**src/rtl/ts_sync_pkg.sv**
```systemverilog
// rtl/ts_sync_pkg.sv - shared types and constants for the TS packet synchroniser
package ts_sync_pkg;

  typedef enum logic [1:0] {
    HUNT   = 2'd0,
    VERIFY = 2'd1,
    LOCKED = 2'd2
  } state_e;

  localparam int         TS_LEN_188  = 188;
  localparam int         TS_LEN_204  = 204;
  localparam logic [7:0] TS_SYNC     = 8'h47;
  localparam logic [7:0] TS_SYNC_INV = 8'hB8;

  localparam int LEN_FIXED_188 = 0;
  localparam int LEN_FIXED_204 = 1;
  localparam int LEN_AUTO      = 2;

endpackage

```
**src/rtl/ts_sync_finder.sv**
```systemverilog
// rtl/ts_sync_finder.sv - TS sync hunt/verify/lock with 188/204 length detection
// Outputs are registered and aligned with the one-cycle-delayed byte stream.
module ts_sync_finder
  import ts_sync_pkg::*;
#(
  parameter logic [7:0] SYNC_BYTE  = TS_SYNC,
  parameter int         ACCEPT_INV = 0,
  parameter int         LOCK_CNT   = 5,
  parameter int         UNLOCK_CNT = 2,
  parameter int         LEN_MODE   = LEN_AUTO
) (
  input  logic       dclk_i,
  input  logic       rst_n_i,
  input  logic [7:0] data_in_i,
  input  logic       dvalid_i,
  output logic [7:0] data_out_o,
  output logic       dvalid_out_o,
  output logic       psync_o,
  output logic [7:0] byte_index_o,
  output logic       sync_found_o,
  output logic       pkt_204_o,
  output logic       sync_lost_o
);

  localparam logic [3:0] LOCK_C   = 4'(LOCK_CNT);
  localparam logic [3:0] UNLOCK_C = 4'(UNLOCK_CNT);
  localparam logic [7:0] L188     = 8'(TS_LEN_188);
  localparam logic [7:0] L204     = 8'(TS_LEN_204);

  state_e     state_q, state_d;
  logic [7:0] pos_q, pos_d;
  logic [3:0] good_q, good_d;
  logic [3:0] miss_q, miss_d;
  logic       len_known_q, len_known_d;
  logic       len204_q, len204_d;

  logic [7:0] data_out_q;
  logic       dvalid_out_q;
  logic       psync_q, psync_d;
  logic [7:0] byte_index_q, byte_index_d;
  logic       sync_found_q, sync_found_d;
  logic       sync_lost_q, sync_lost_d;

  logic       is_match;
  logic       len_det;
  logic [7:0] len_w;
  logic [3:0] good_inc;
  logic [3:0] miss_inc;
  logic       at_check;

  assign is_match = (data_in_i == SYNC_BYTE) ||
                    ((ACCEPT_INV != 0) && (data_in_i == TS_SYNC_INV));
  assign len_det  = (LEN_MODE != LEN_AUTO) || len_known_q;
  assign len_w    = (LEN_MODE == LEN_FIXED_204) ? L204 :
                    (LEN_MODE == LEN_FIXED_188) ? L188 :
                    (len204_q ? L204 : L188);
  assign good_inc = good_q + 4'd1;
  assign miss_inc = miss_q + 4'd1;
  // Undetermined auto length checks both candidate positions; 188 wins if both could match.
  assign at_check = len_det ? (pos_q == len_w) : ((pos_q == L188) || (pos_q == L204));

  always_comb begin
    state_d      = state_q;
    pos_d        = pos_q;
    good_d       = good_q;
    miss_d       = miss_q;
    len_known_d  = len_known_q;
    len204_d     = len204_q;
    psync_d      = 1'b0;
    byte_index_d = byte_index_q;
    sync_found_d = sync_found_q;
    sync_lost_d  = 1'b0;

    if (dvalid_i) begin
      case (state_q)
        HUNT: begin
          byte_index_d = 8'd0;
          sync_found_d = 1'b0;
          if (is_match) begin
            pos_d   = 8'd1;
            good_d  = 4'd1;
            state_d = VERIFY;
          end
        end

        VERIFY: begin
          byte_index_d = 8'd0;
          sync_found_d = 1'b0;
          if (at_check) begin
            if (is_match) begin
              good_d = good_inc;
              pos_d  = 8'd1;
              if (!len_det) begin
                len_known_d = 1'b1;
                len204_d    = (pos_q == L204);
              end
              if (good_inc == LOCK_C) begin
                state_d      = LOCKED;
                miss_d       = 4'd0;
                sync_found_d = 1'b1;
                psync_d      = 1'b1;
              end
            end else if (!len_det && (pos_q == L188)) begin
              pos_d = pos_q + 8'd1;
            end else begin
              state_d     = HUNT;
              pos_d       = 8'd0;
              good_d      = 4'd0;
              len_known_d = 1'b0;
              len204_d    = 1'b0;
            end
          end else begin
            pos_d = pos_q + 8'd1;
          end
        end

        LOCKED: begin
          sync_found_d = 1'b1;
          byte_index_d = pos_q;
          if (pos_q == 8'd0) begin
            pos_d = 8'd1;
            if (is_match) begin
              miss_d  = 4'd0;
              psync_d = 1'b1;
            end else if (miss_inc < UNLOCK_C) begin
              miss_d  = miss_inc;
              psync_d = 1'b1;
            end else begin
              state_d      = HUNT;
              pos_d        = 8'd0;
              good_d       = 4'd0;
              miss_d       = 4'd0;
              len_known_d  = 1'b0;
              len204_d     = 1'b0;
              sync_found_d = 1'b0;
              sync_lost_d  = 1'b1;
              byte_index_d = 8'd0;
            end
          end else begin
            pos_d = (pos_q == len_w - 8'd1) ? 8'd0 : pos_q + 8'd1;
          end
        end

        default: begin
          state_d = HUNT;
          pos_d   = 8'd0;
          good_d  = 4'd0;
          miss_d  = 4'd0;
        end
      endcase
    end
  end

  always_ff @(posedge dclk_i or negedge rst_n_i) begin
    if (!rst_n_i) begin
      state_q      <= HUNT;
      pos_q        <= 8'd0;
      good_q       <= 4'd0;
      miss_q       <= 4'd0;
      len_known_q  <= 1'b0;
      len204_q     <= 1'b0;
      data_out_q   <= 8'd0;
      dvalid_out_q <= 1'b0;
      psync_q      <= 1'b0;
      byte_index_q <= 8'd0;
      sync_found_q <= 1'b0;
      sync_lost_q  <= 1'b0;
    end else begin
      state_q      <= state_d;
      pos_q        <= pos_d;
      good_q       <= good_d;
      miss_q       <= miss_d;
      len_known_q  <= len_known_d;
      len204_q     <= len204_d;
      data_out_q   <= data_in_i;
      dvalid_out_q <= dvalid_i;
      psync_q      <= psync_d;
      byte_index_q <= byte_index_d;
      sync_found_q <= sync_found_d;
      sync_lost_q  <= sync_lost_d;
    end
  end

  assign data_out_o   = data_out_q;
  assign dvalid_out_o = dvalid_out_q;
  assign psync_o      = psync_q;
  assign byte_index_o = byte_index_q;
  assign sync_found_o = sync_found_q;
  assign sync_lost_o  = sync_lost_q;
  assign pkt_204_o    = (LEN_MODE == LEN_FIXED_204) ? 1'b1 :
                        (LEN_MODE == LEN_AUTO) ? (len_known_q & len204_q) : 1'b0;

endmodule

```
**config.mk**
```make
export PLATFORM = sky130hd
export DESIGN_NAME = ts_sync_finder
export DESIGN_NICKNAME = d
export VERILOG_FILES = /design/src/rtl/ts_sync_pkg.sv /design/src/rtl/ts_sync_finder.sv
export SDC_FILE = /design/constraint.sdc
export NUM_CORES = 1
export LEC_CHECK = 0
export ABC_AREA = 1
export CORE_MARGIN = 4
export CORE_UTILIZATION = 40
export CTS_BUF_LIST = sky130_fd_sc_hd__clkbuf_4 sky130_fd_sc_hd__clkbuf_8
export CTS_CLUSTER_SIZE = 40
export DETAILED_ROUTE_END_ITERATION = 16
export GPL_TIMING_DRIVEN = 0
export PLACE_DENSITY = 0.61
export SKIP_CTS_REPAIR_TIMING = 1
export SLEW_MARGIN = 30
export SYNTH_ARGS = -nofsm -noshare
export SYNTH_HDL_FRONTEND = slang
export SYNTH_SLANG_ARGS = --single-unit
```
**constraint.sdc**
```tcl
create_clock -name dclk_i -period 2.7 [get_ports dclk_i]
set_input_delay 0.54 -clock dclk_i [delete_from_list [all_inputs] [get_ports dclk_i]]
set_output_delay 0.54 -clock dclk_i [all_outputs]
set_load 0.02 [all_outputs]
```
# ---- After elaboration in Yosys (flattened, before gate mapping)
# Index checks and enable logic that the tools add are counted.
# Widths: inputs -> output; s select.
dict set report word_totals {
  regBits 40
  output_inout_bits 21
}
dict set report op_classes {
  addsub 4
  n_lt_le_gt_ge 1
  n_eq_ne 18
  mux 65
  n_bitwise 2
  reduce_logical 17
}
# cell count
set ops {}
lappend ops {{$mux 8} 9}
lappend ops {{$mux 4} 13}
lappend ops {{$mux 1} 25}
lappend ops {{$pmux 4 s3} 2}
lappend ops {{$pmux 8 s3} 1}
lappend ops {{$eq 8x8->1} 2}
lappend ops {{$eq 8x8->1 const B} 2}
lappend ops {{$mux 2} 8}
lappend ops {{$pmux 8 s2} 1}
lappend ops {{$reduce_and 8->1} 2}
lappend ops {{$ne 2x2->1 const B} 7}
lappend ops {{$reduce_and 7->1} 2}
lappend ops {{$ne 3x3->1 const B} 3}
lappend ops {{$add 4x1->4 const B} 2}
lappend ops {{$add 8x1->8 const B} 1}
lappend ops {{$eq 8x7->1 const B} 1}
lappend ops {{$logic_not 8->1} 1}
lappend ops {{$sub 8x1->8 const B} 1}
lappend ops {{$mux 7} 1}
lappend ops {{$pmux 1 s2} 3}
lappend ops {{$pmux 2 s3} 1}
lappend ops {{$reduce_and 2->1} 3}
lappend ops {{$reduce_and 6->1} 1}
lappend ops {{$eq 4x3->1 const B} 1}
lappend ops {{other kinds (13)} 14}

# ---- Logic depth before layout (Yosys ltp)
dict set report depth {
  ltp_word 7
  mapped_depth 13
  depth_no_buf 13
}

# ---- Worst setup path after synthesis
# No wires, ideal clock.
dict set report synth_timing {
  path_type {in2reg}
  from {in data_in_i[3]}
  to {reg good_q[0]}
  t_arrival_ps 1496
  required_ps 2579
  path_slack_ps 1083
  stages 10
  n_path_buf 0
  cell_sequence {inv_1 -> nand2_1 -> nor2_2 -> nand3_2 -> a21oi_4 -> nand2_4 -> nor2_8 -> nand2_8 -> nand2_2 -> o21ai_2}
}
dict set report synth_via {
  elab_chain_len 4
}
# item line_no
set synth_lines {}
lappend synth_lines {{start: declaration} ts_sync_finder.sv:14} ;# input logic [7:0] data_in_i,
lappend synth_lines {{$eq 8x7->1 (*)} ts_sync_finder.sv:51} ;# assign is_match = (data_in_i == SYNC_BYTE) ||
lappend synth_lines {{$mux 4} ts_sync_finder.sv:90} ;# if (is_match) begin
lappend synth_lines {{$mux 4} ts_sync_finder.sv:89} ;# if (at_check) begin
lappend synth_lines {{$pmux 4 s3} ts_sync_finder.sv:75} ;# case (state_q)
lappend synth_lines {{end signal: assignment} ts_sync_finder.sv:171} ;# good_q <= good_d;
lappend synth_lines {{end: declaration} ts_sync_finder.sv:32} ;# logic [3:0] good_q, good_d;
# Mark *: on every way between the ends. The rest lies on a longest branch, timed or not. The select of a mux whose other input is x is not followed.
# A chain may end at the register's enable or synchronous reset.

# ---- Worst setup path after layout
dict set report layout_timing {
  from {in data_in_i[1]}
  to {reg state_q[0]}
}
dict set report layout_via {
  elab_chain_len 4
}
# item line_no
set layout_lines {}
lappend layout_lines {{$eq 8x7->1 (*)} ts_sync_finder.sv:51}
lappend layout_lines {{$mux 2} ts_sync_finder.sv:90}
lappend layout_lines {{$mux 2} ts_sync_finder.sv:89}
lappend layout_lines {{$pmux 2 s3} ts_sync_finder.sv:75}
lappend layout_lines {{end signal: assignment} ts_sync_finder.sv:169} ;# state_q <= state_d;
lappend layout_lines {{end: declaration} ts_sync_finder.sv:30} ;# state_e state_q, state_d;
# Marks and branches as above.

==> results by group <==
Synth
  – Mux contribution to synthesized area: 0
  – Sequential element share of the synthesized area: 0.432
  – Mapped Cells: 277
  – #FFs+latches synth: 40
  – Async S/R FF share, synth: 1.00
  – YS warnings: 0
  – Synthesized net count: 298
  – Area contributors post-synth: dfrtp_1, nand2_1, ha_1
  – Avg Cell Area, Syn: between 8 and 9 um^2
  – Cell Area, Synth: 0.00231 mm^2
  – Synth Flop Type: dfrtp_1
  – Leading area contributor after synthesis: dfrtp_1
  – Simple-Gate Fraction of Synth Area: 0.322
  – Synth Area in Adders: 0.0541
  – Post-Synth XOR/XNOR Area: 0.0227
  – EDFF count, synth: 0
  – Post-synth top area share: 0.432
  – Synth Area in Compound Gates: 0.0919
  – Library cells used by synthesis: 33
  – Largest family of logic cells by synthesized area: simple AND/OR/NAND/NOR gates

Status
  – Outcome: finished clean

GRT
  – First-pass GRT wire length: about 8.8 mm
  – GR Overflow Total: 0
  – Largest net degree at the start of global routing: 26
  – Initial antenna violation count: 0
  – Vias in the first global route: 1927
  – GRT Util Overall: 0.152

CTS
  – CTS Buffer Depth: 2
  – Clk root buf: clkbuf_8
  – Clk pin slew, worst setup/hold paths: 0.08 ns
  – CTS Buf Count: 5
  – H-tree Lvls: 2
  – Clock Sinks: 40
  – Worst-skew pair later-pin latency: 0.29 ns
  – CTS tree: built

Timing
  – Fmax achieved: 0.501 GHz
  – Post-route setup TNS: 0 ns
  – RSZ-0062 raised after global routing: no
  – Setup violators final: 0
  – Slew HR: 0.631
  – Tmin final: ~2 ns
  – Clk_skew: 0.00351 ns
  – Worst-margin pin slew: 0.551 ns
  – Hold slack: 0.162 ns
  – Fin crit share: 0.740
  – Final Max Tran Viols: 0
  – Fin. Hold Viols: 0

Route
  – WL per Instance: ~13 um
  – Vias: ~1900
  – DR DRC count: 0
  – Initial DRC count: 50
  – Final wirelength: 5.02 mm
  – First-pass DRT Iterations: 4
  – ANT nets after route: 0
  – DR vias/cell: 4.94

Floorplan
  – Die W: 84.1 um
  – Total die area: 0.00707 mm^2
  – Initial Utilization: 0.415
  – Io pins: 32
  – Placement Rows: 27
  – Die Ht: 84.1 um
  – Core area: 0.00557 mm^2

Placed design
  – Gpl congestion: 0.799
  – DP HPWL: approximately 4 mm
  – Cell count after placement: 381
  – I/O Buffers: 31

Finish
  – Non-filler instance count after layout: 389
  – Filler instances: 545
  – Most common cell after layout, fill and taps aside: nand2_1
  – Most frequent cells in the layout: nand2_1, dfrtp_1, inv_1, clkdlybuf4s50_1, nand3_1
  – Layout cells sized above 1: 0.167
  – Nets: 337
  – Diodes inserted: 0
  – Area grow syn2layout: 22.8%

Worst setup path
  – CP Launch Point: data_in_i[1]
  – Critical Path AT: 2.18 ns
  – Worst R2R Start: state_q[0]$_DFFE_PN0P_
  – Crit Path Max Fanout: 9
  – Crit Path Class: in2reg
  – Crit start category: input port
  – Data required, critical path: 2.89 ns
  – Crit end category: flop

Power and ir drop
  – Pwr dens: 614 mW/mm^2
  – Leak pwr: 1.33 nW
  – Worst vdd ir: 412 uV

Worst hold path
  – Hold Path Class: in2async

Flow run
  – Max cap viols: 0
[report_power, final]
part,switching (mW),internal [mW]
clock,0.220,0.274
combinational,0.344,0.193
sequential,0.0661,0.647
total,0.630,1.11
[logic make-up after synthesis]
group / Yosys count
fa+ha+maj: 10
xor+xnor: 6
flops: 40
simple gates: 143
compound gates: 34
buf+inv: 44
[cells in the mapped netlist (3+ instances only)]
library cell,instances
nand2_1,65
dfrtp_1,40
inv_1,30
nand3_1,24
nor2_1,17
o21ai_0,15
ha_1,10
inv_2,7
nand2_2,7
nand4_1,6
nor2_2,6
o22ai_1,6
nor3_1,5
o21ai_2,5
xor2_1,5
nand3_2,4
a21oi_1,3
clkbuf_1,3
[critical path, cell delays in order]
cell and delay, ns:
clkdlybuf4s50_1 0.51, nand2_1 0.08, nor2_2 0.11, nand3_2 0.11, a21oi_4 0.34, nand2_4 0.11
nor2_8 0.16, nand3_2 0.10, nand2_1 0.07, nand2_1 0.05
[sequential cells by signal (all words and copies together), names as in the netlist, 2 cells and up]
| signal | cells |
|---|---|
| pos_q | 8 |
| byte_index_o | 8 |
| miss_q | 4 |
| good_q | 4 |
| data_out_o | 8 |
| state_q | 2 |
[per-layer routing]
| metal | vias to the layer above | routed length [um] | global-route usage |
|---|---|---|---|
| met5 | - | 0 | 0 |
| met4 | 0 | 73 | 0.0497 |
| met3 | 9 | 154 | 0.0286 |
| met2 | 23 | 2530 | 0.270 |
| met1 | 913 | 2270 | 0.183 |
| li1 | 975 | - | - |
[final timing paths]
kind	end	slack [ns]	depth (start not counted)
setup / recovery	state_q[0]$_DFFE_PN0P_	0.70	10
hold / removal	pos_q[3]$_DFFE_PN0P_	0.16	1
setup reg to reg	pos_q[0]$_DFFE_PN0P_	0.87	9
hold reg to reg	miss_q[3]$_DFFE_PN0P_	0.51	2
max in group asynchronous	good_q[2]$_DFFE_PN0P_	2.08	2
min in group dclk_i	miss_q[3]$_DFFE_PN0P_	0.51	2
[per-stage QoR]
step,setup slack [ns],util,power [mW],cell area (um^2)
2_1_floorplan,1.08,-,1.12,2310
3_3_place_gp,0.0754,0.487,1.25,2720
3_5_place_dp,0.400,0.490,1.26,2730
4_1_cts,0.700,0.510,1.76,2840
5_1_grt,0.590,0.510,1.86,2840
6_report,0.702,0.510,1.74,2840
[final cells by class]
cell class,instances,area [um^2],share of cell area
inverters,39,151,0.0533
flip-flops and latches,40,1000,0.352
multi-input cells,193,1130,0.399
repair buffers,32,325,0.114
well taps,72,90.1,0.0317
clock inverters,3,42.5,0.0150
clock buffers,5,68.8,0.0242
plain buffers,5,27.5,0.00969
No activity file was read; power rests on OpenSTA's default activity.
